[src/rtl/control_path_pkg.sv]
// -----------------------------------------------------------------------------
// control_path_pkg
// Shared types for the p18240 processor: the FSM state names (opcode_t),
// the datapath control-field enums, the control-point struct and the
// instruction opcodes decoded from IR[15:9]. The datapath, the top level and
// the control path all import this package.
// The ADD32 states are always declared here. Whether the FSM ever reaches
// them depends on the ADD32_EN macro in control_path.sv.
// -----------------------------------------------------------------------------
package control_path_pkg;

   typedef enum logic [5:0] {
      FETCH, FETCH1, FETCH2, DECODE,
      ADD, SUB, AND, OR, XOR, NOT, MOV,
      LDI, LDI1, LDI2,
      LD, LD1, LD2, LD3, LD4,
      ST, ST1, ST2, ST3, ST4,
      BRA, BRA1, BRA2, BRA3,
      BRZ, BRZ1, BRZ2, BRZ3,
      BRN, BRN1, BRN2, BRN3,
      BRC, BRC1, BRC2, BRC3,
      BRV, BRV1, BRV2, BRV3,
      ADD32, ADD321,
      STOP
   } opcode_t;

   typedef enum logic [3:0] {
      F_A, F_A_PLUS_1, F_A_PLUS_B, F_A_MINUS_B,
      F_A_AND_B, F_A_OR_B, F_A_XOR_B, F_A_NOT, F_B
   } alu_op_t;

   typedef enum logic [1:0] {MUX_REG, MUX_PC, MUX_MDR} srcMux_t;

   typedef enum logic [2:0] {
      DEST_NONE, DEST_REG, DEST_MAR, DEST_PC, DEST_IR, DEST_MDR
   } dest_t;

   // Load, read and write strobes are active low.
   typedef enum logic {LOAD_CC = 1'b0, NO_LOAD = 1'b1} loadCC_t;
   typedef enum logic {MEM_RD  = 1'b0, NO_RD   = 1'b1} memRd_t;
   typedef enum logic {MEM_WR  = 1'b0, NO_WR   = 1'b1} memWr_t;

   typedef struct packed {
      alu_op_t alu_op;
      srcMux_t srcA;
      srcMux_t srcB;
      dest_t   dest;
      loadCC_t lcc_L;
      memRd_t  re_L;
      memWr_t  we_L;
   } controlPts;

   // Instruction opcodes as they appear in IR[15:9].
   localparam logic [6:0] OP_ADD   = 7'h00;
   localparam logic [6:0] OP_SUB   = 7'h01;
   localparam logic [6:0] OP_AND   = 7'h02;
   localparam logic [6:0] OP_OR    = 7'h03;
   localparam logic [6:0] OP_XOR   = 7'h04;
   localparam logic [6:0] OP_NOT   = 7'h05;
   localparam logic [6:0] OP_MOV   = 7'h06;
   localparam logic [6:0] OP_LDI   = 7'h08;
   localparam logic [6:0] OP_LD    = 7'h09;
   localparam logic [6:0] OP_ST    = 7'h0A;
   localparam logic [6:0] OP_BRA   = 7'h10;
   localparam logic [6:0] OP_BRZ   = 7'h11;
   localparam logic [6:0] OP_BRN   = 7'h12;
   localparam logic [6:0] OP_BRC   = 7'h13;
   localparam logic [6:0] OP_BRV   = 7'h14;
   localparam logic [6:0] OP_ADD32 = 7'h20;
   localparam logic [6:0] OP_STOP  = 7'h7F;

endpackage

[src/rtl/control_path_cond_eval.sv]
// -----------------------------------------------------------------------------
// cond_eval
// Combinational branch-condition evaluator. It maps the current branch state
// and the condition codes to a taken bit. Only the BRx1 states produce a
// meaningful result, because the FSM resolves a branch in BRx1.
// Ports:
//   state_i  in  opcode_t  current FSM state
//   cc_i     in  4         condition codes {Z,C,N,V}
//   taken_o  out 1         branch is taken
// -----------------------------------------------------------------------------
module cond_eval
   import control_path_pkg::*;
(
   input  opcode_t    state_i,
   input  logic [3:0] cc_i,
   output logic       taken_o
);

   always_comb begin
      taken_o = 1'b0;
      case (state_i)
         BRA1:    taken_o = 1'b1;
         BRZ1:    taken_o = cc_i[3];
         BRC1:    taken_o = cc_i[2];
         BRN1:    taken_o = cc_i[1];
         BRV1:    taken_o = cc_i[0];
         default: taken_o = 1'b0;
      endcase
   end

endmodule

[src/rtl/control_path.sv]
// -----------------------------------------------------------------------------
// control_path
// Multi-cycle Moore FSM that sequences the p18240 16-bit processor. Every
// instruction runs FETCH, FETCH1, FETCH2 and DECODE, then its own execute
// states, and then returns to FETCH. The outputs depend only on currState.
// Optional feature: define ADD32_EN to decode opcode 7'h20 into the two-state
// ADD32/ADD321 sequence. When ADD32_EN is undefined, 7'h20 decodes to STOP and
// ADD32sel stays 0.
// Ports:
//   clock      in   1         rising-edge clock
//   reset_L    in   1         asynchronous active-low reset (forces FETCH)
//   IRIn       in   16        instruction register, opcode = IRIn[15:9]
//   CCin       in   4         condition codes {Z,C,N,V}
//   out        out  controlPts datapath/memory control points
//   ADD32sel   out  1         high in the ADD32 execute states
//   currState  out  opcode_t  registered state (debug/observe)
//   nextState  out  opcode_t  combinational next state
// -----------------------------------------------------------------------------
module control_path
   import control_path_pkg::*;
(
   input  logic        clock,
   input  logic        reset_L,
   input  logic [15:0] IRIn,
   input  logic [3:0]  CCin,
   output controlPts   out,
   output logic        ADD32sel,
   output opcode_t     currState,
   output opcode_t     nextState
);

   opcode_t    state_q, state_d;
   logic       br_taken;
   logic [6:0] opcode;
   logic       unused_ir_low;

   assign opcode        = IRIn[15:9];
   // The operand fields belong to the datapath.
   assign unused_ir_low = ^IRIn[8:0];

   cond_eval u_cond_eval (
      .state_i (state_q),
      .cc_i    (CCin),
      .taken_o (br_taken)
   );

   // State register. Reset forces FETCH asynchronously, which aborts any
   // instruction in progress.
   always_ff @(posedge clock or negedge reset_L) begin
      if (!reset_L) state_q <= FETCH;
      else          state_q <= state_d;
   end

   // Next-state logic. IRIn is looked at only in DECODE and CCin only in BRx1.
   always_comb begin
      state_d = state_q;
      case (state_q)
         FETCH:  state_d = FETCH1;
         FETCH1: state_d = FETCH2;
         FETCH2: state_d = DECODE;
         DECODE: begin
            case (opcode)
               OP_ADD:   state_d = ADD;
               OP_SUB:   state_d = SUB;
               OP_AND:   state_d = AND;
               OP_OR:    state_d = OR;
               OP_XOR:   state_d = XOR;
               OP_NOT:   state_d = NOT;
               OP_MOV:   state_d = MOV;
               OP_LDI:   state_d = LDI;
               OP_LD:    state_d = LD;
               OP_ST:    state_d = ST;
               OP_BRA:   state_d = BRA;
               OP_BRZ:   state_d = BRZ;
               OP_BRN:   state_d = BRN;
               OP_BRC:   state_d = BRC;
               OP_BRV:   state_d = BRV;
`ifdef ADD32_EN
               OP_ADD32: state_d = ADD32;
`endif
               // STOP, and every opcode that is not listed, halts the machine.
               default:  state_d = STOP;
            endcase
         end
         ADD, SUB, AND, OR, XOR, NOT, MOV: state_d = FETCH;
         LDI:    state_d = LDI1;
         LDI1:   state_d = LDI2;
         LDI2:   state_d = FETCH;
         LD:     state_d = LD1;
         LD1:    state_d = LD2;
         LD2:    state_d = LD3;
         LD3:    state_d = LD4;
         LD4:    state_d = FETCH;
         ST:     state_d = ST1;
         ST1:    state_d = ST2;
         ST2:    state_d = ST3;
         ST3:    state_d = ST4;
         ST4:    state_d = FETCH;
         BRA:    state_d = BRA1;
         BRZ:    state_d = BRZ1;
         BRN:    state_d = BRN1;
         BRC:    state_d = BRC1;
         BRV:    state_d = BRV1;
         BRA1:   state_d = br_taken ? BRA2 : BRA3;
         BRZ1:   state_d = br_taken ? BRZ2 : BRZ3;
         BRN1:   state_d = br_taken ? BRN2 : BRN3;
         BRC1:   state_d = br_taken ? BRC2 : BRC3;
         BRV1:   state_d = br_taken ? BRV2 : BRV3;
         BRA2, BRA3, BRZ2, BRZ3, BRN2, BRN3,
         BRC2, BRC3, BRV2, BRV3:          state_d = FETCH;
`ifdef ADD32_EN
         ADD32:  state_d = ADD321;
         ADD321: state_d = FETCH;
`endif
         STOP:   state_d = STOP;
         default: state_d = STOP;
      endcase
   end

   // Moore outputs. Defaults first, and each state overrides only the
   // fields it uses.
   always_comb begin
      out.alu_op = F_A;
      out.srcA   = MUX_REG;
      out.srcB   = MUX_REG;
      out.dest   = DEST_NONE;
      out.lcc_L  = NO_LOAD;
      out.re_L   = NO_RD;
      out.we_L   = NO_WR;
      ADD32sel   = 1'b0;
      case (state_q)
         // MAR <- PC
         FETCH, LDI, LD, ST, BRA, BRZ, BRN, BRC, BRV: begin
            out.srcA = MUX_PC;
            out.dest = DEST_MAR;
         end
         FETCH1: begin
            out.re_L = MEM_RD;
            out.dest = DEST_IR;
         end
         // PC <- PC + 1
         FETCH2, LDI2, LD4, ST4, BRA3, BRZ3, BRN3, BRC3, BRV3: begin
            out.srcA   = MUX_PC;
            out.alu_op = F_A_PLUS_1;
            out.dest   = DEST_PC;
         end
         ADD: begin
            out.alu_op = F_A_PLUS_B;
            out.dest   = DEST_REG;
            out.lcc_L  = LOAD_CC;
         end
         SUB: begin
            out.alu_op = F_A_MINUS_B;
            out.dest   = DEST_REG;
            out.lcc_L  = LOAD_CC;
         end
         AND: begin
            out.alu_op = F_A_AND_B;
            out.dest   = DEST_REG;
            out.lcc_L  = LOAD_CC;
         end
         OR: begin
            out.alu_op = F_A_OR_B;
            out.dest   = DEST_REG;
            out.lcc_L  = LOAD_CC;
         end
         XOR: begin
            out.alu_op = F_A_XOR_B;
            out.dest   = DEST_REG;
            out.lcc_L  = LOAD_CC;
         end
         NOT: begin
            out.alu_op = F_A_NOT;
            out.dest   = DEST_REG;
            out.lcc_L  = LOAD_CC;
         end
         // MOV does not touch the condition codes.
         MOV: begin
            out.alu_op = F_B;
            out.dest   = DEST_REG;
         end
         // Memory data goes to a register and sets the CCs.
         LDI1, LD3: begin
            out.re_L  = MEM_RD;
            out.dest  = DEST_REG;
            out.lcc_L = LOAD_CC;
         end
         // Memory data goes to MDR (an address or a branch target).
         LD1, ST1, BRA1, BRZ1, BRN1, BRC1, BRV1: begin
            out.re_L = MEM_RD;
            out.dest = DEST_MDR;
         end
         // MAR <- MDR
         LD2, ST2: begin
            out.srcA = MUX_MDR;
            out.dest = DEST_MAR;
         end
         ST3: begin
            out.srcB   = MUX_REG;
            out.alu_op = F_B;
            out.we_L   = MEM_WR;
         end
         // PC <- MDR (taken branch)
         BRA2, BRZ2, BRN2, BRC2, BRV2: begin
            out.srcA = MUX_MDR;
            out.dest = DEST_PC;
         end
`ifdef ADD32_EN
         // Both halves use the same controls. ADD32sel makes the datapath
         // pick the low word first and then the high word with the carry.
         ADD32, ADD321: begin
            out.alu_op = F_A_PLUS_B;
            out.dest   = DEST_REG;
            out.lcc_L  = LOAD_CC;
            ADD32sel   = 1'b1;
         end
`endif
         default: ;
      endcase
   end

   assign currState = state_q;
   assign nextState = state_d;

endmodule

[config.mk]
export PLATFORM = sky130hd
export DESIGN_NAME = control_path
export DESIGN_NICKNAME = d
export VERILOG_FILES = /design/src/rtl/control_path_pkg.sv /design/src/rtl/control_path_cond_eval.sv /design/src/rtl/control_path.sv
export SDC_FILE = /design/constraint.sdc
export NUM_CORES = 1
export LEC_CHECK = 0
export ABC_AREA = 1
export CAP_MARGIN = 20
export CORE_MARGIN = 5
export CORE_UTILIZATION = 30
export DETAILED_ROUTE_END_ITERATION = 7
export SYNTH_ARGS = -nofsm -noshare
export SYNTH_HDL_FRONTEND = slang
export SYNTH_SLANG_ARGS = --single-unit
[constraint.sdc]
create_clock -name clock -period 2.3 [get_ports clock]
set_input_delay 0.46 -clock clock [delete_from_list [all_inputs] [get_ports clock]]
set_output_delay 0.46 -clock clock [all_outputs]
set_load 0.02 [all_outputs]
==> metrics list <==
* Layout Cell Area excl Fill: 2460 µm²
- The via count of the first global-routing pass is 1677.
- R2R cell count: 9
- Pin count of the biggest net entering global routing: 12
* Initial antenna violation count: 0
- Num Clock Sinks: 6
* Diode count: 0
- Across the VDD grid, the largest voltage drop is 0.254 mV.
* Iteration-0 DRC Markers: 118
* Fmax: 422 MHz
- For this design, the slowest cell found on the critical path is dfrtp_2.
* Worst min-delay path category: primary input to asynchronous set/reset pin
- The average instance in the mapped netlist occupies 5.10 µm².
- In this run the critical register-to-register path is captured at currState[1].
- Global routing finished with a remaining overflow of 0.
* Avg WL per Cell: 14.3 µm
- Total DRC errors in the routed layout: 0
- Length of the first detailed-routing pass in iterations: 5
- Top-level port count: 49
- The number of hold-slack violations in the final timing report came to 0.
- Critical path class: register to output port
* Count of cell types in the netlist: 23
* Number of nets with antenna violations after detailed routing: 0
- Area delta synth->final: 120%
* Final Skew: 0.000441 ns
- # Max-Cap Violations: 0
- In this run the worst path has a maximum fanout of 6.
- TritonCTS built the clock tree.
- In this run the cell area measured after placement is 1910 µm².
- Count of input and output buffers: 36
* H-tree levels: 1
* Number of endpoints failing setup at the final stage: 7
* Accumulated negative setup slack: -0.283 ns
- WP data required: 1.84 ns
- The mapped netlist covers 1120 µm².
* Number of max-slew violations in the final report: 0
* Power density over the cells: 131 nW/µm²
- After technology mapping, the gate count stands at 220.
- Number of vias in the routed layout: 1986
* Core Area: 3630 µm²
- The synthesized design spends more area on one cell type than any other, namely nand2_1.
* Flip-flop and latch count after synthesis: 6
- Most frequent cells in the layout: buf_4, nand2_1, nand3_1, nor2_1
- For this design, the CTS-stage hold fixing added 0 buffers.
- Worst Setup Slack, final: -0.0722 ns
* Yosys warnings: 0
* Cell breakdown of the critical path: inv_4 > nor2_4 > buf_4 > o21ai_2 > buf_4 > nand3_1 > nor3_2 > nand2_4 > buf_6
- The design draws 323 µW.
- The die covers 5060 µm².
* Placement Rows: 22
* Failing checks: setup timing
* Register-to-register setup slack: 0.50 ns
* WP buf/inv: 4
- Clock insertion delay at the later pin of the skew report: 0.22 ns
* Critical path data arrival time: 1.91 ns
- Area fraction of the dominant cell type after synthesis: 0.221
- By area the synthesized netlist is led by nand2_1, nand3_1, dfrtp_1.
- Max Root-Sink Buffers: 2
* Vias per inst: 5.32
- Setup crit end kind: output port
- At the end of the flow, the number of nets in the layout was 349.
- Proportion of synthesized chip area in sequential cells: 0.134
- OpenSTA, run right after detailed placement, puts the worst setup slack at -0.454 ns.
- Leading cell type in the layout, fill and taps excluded: buf_4
- The routed design has 5.32 mm of wire.
* Number of buffers created by CTS: 3
- The flow ran to the end, but the final reports show violations.
- Shortest period the worst path allows: 2.37 ns
- The largest single stage delay on the critical path is 0.49 ns.
* CP dominant cell by count: buf_4
* Clock-pin slew reported for the worst setup and hold paths after clock tree synthesis: 0.04 ns
- P_leak: 0.00128 µW
- Tcrit/Tclk final: 1.03
* Flip-flop count of the largest register, all copies and words added: 6
- The floorplan step set the die width to 71.2 µm.
- Grouping stages by cell kind, the critical path spends the most delay in buffers and inverters.
- The congestion estimate from routability-driven global placement came to 0.921.
* Element type at the critical path start: register
- Clock Root Buffer: clkbuf_8
- Startpoint of the worst-slack reg-to-reg timing path: currState[1]
* Wire length of the first global-routing pass: 7.33 mm
- In the final layout, the share of cells above drive strength 1 is 0.538.
* Starting utilization of the core area: 0.309
- HPWL after DPL: 3.64 mm
- Combined global-route utilization of all metal layers: 0.175
* Setup repair after global routing missed its margin: true
- The die is 71.2 µm tall.
* Fillers: 316
## cell families (layout without fill, tap and decap cells)
group / Yosys count / after routing / share of synthesized area
AOI/OAI and AO/OA: 22 / 22 / 0.103
buffers and inverters: 28 / 131 / 0.114
DFF: 6 / 6 / 0.134
other: 1 / 3 / 0.00334
and+or+nand+nor: 163 / 163 / 0.647
## how the worst max path moves through the flow
stage,startpoint,end,depth (start not counted)
after global routing,currState[1],nextState[1],9
after floorplan,currState[0],out[1],8
after detailed placement,IRIn[13],nextState[1],8
after global placement,IRIn[13],nextState[1],8
final,currState[1],nextState[1],9
after CTS,currState[0],nextState[1],8
## final cells by class
class                      count  area, µm²  share of cell area
multi-input combinational    188       1210               0.492
sequential                     6        158              0.0640
timing repair buffer         106        905               0.367
tap                           48       60.1              0.0244
clock buffer                   3       41.3              0.0168
inverter                      22       87.6              0.0356
## through the flow
step	hold slack, ns	instances	utilization
floorplan	0.164	222	-
global placement	0.718	354	0.526
detailed placement	0.719	354	0.526
CTS	0.478	361	0.557
global route	0.503	373	0.678
finish	0.479	373	0.678
## power breakdown
part	switching, µW	internal (µW)	total, µW
Combinational	28.8	27.8	56.6
Sequential	0	106	106
Clock	47.7	113	160
Total	76.5	246	323
## per-layer routing
metal	vias up	global-route usage	routed length (µm)	share of wire
li1	939	-	-	-
met1	918	0.232	2190	0.41
met2	109	0.290	2520	0.47
met3	20	0.0256	390	0.073
met4	0	0.0585	221	0.042
met5	-	0	0	0
## what timing repair did
| action | 4_1_cts | 5_1_grt |
|---|---|---|
| resized for setup | 86 | 109 |
| endpoints found under the setup margin | 18 | 17 |
| hold endpoints to repair | 0 | 0 |
| pin swaps | 3 | 35 |
| buffers inserted | 4 | 13 |
## cells in the mapped netlist
cell type / count
nand2_1: 66
nor2_1: 36
nand3_1: 35
inv_1: 21
a21oi_1: 10
nand4_1: 8
o21ai_0: 7
dfrtp_1: 6
nor2_2: 6
nor3_1: 6
buf_4: 4
nand3b_1: 3
o21ai_1: 2
a31oi_1: 1
buf_6: 1
clkbuf_1: 1
conb_1: 1
inv_2: 1
nand3_2: 1
nor2_4: 1
nor4_1: 1
o211ai_1: 1
o22ai_1: 1
## worst reg2reg max path, delay by kind of cell, from the launching register on
| kind | cells | cell delay [ns] |
|---|---|---|
| AOI/OAI and AO/OA | 1 | 0.15 |
| DFF | 1 | 0.49 |
| and+or+nand+nor | 4 | 0.50 |
| buffers and inverters | 4 | 0.54 |
No activity file was read; power rests on OpenSTA's default activity.
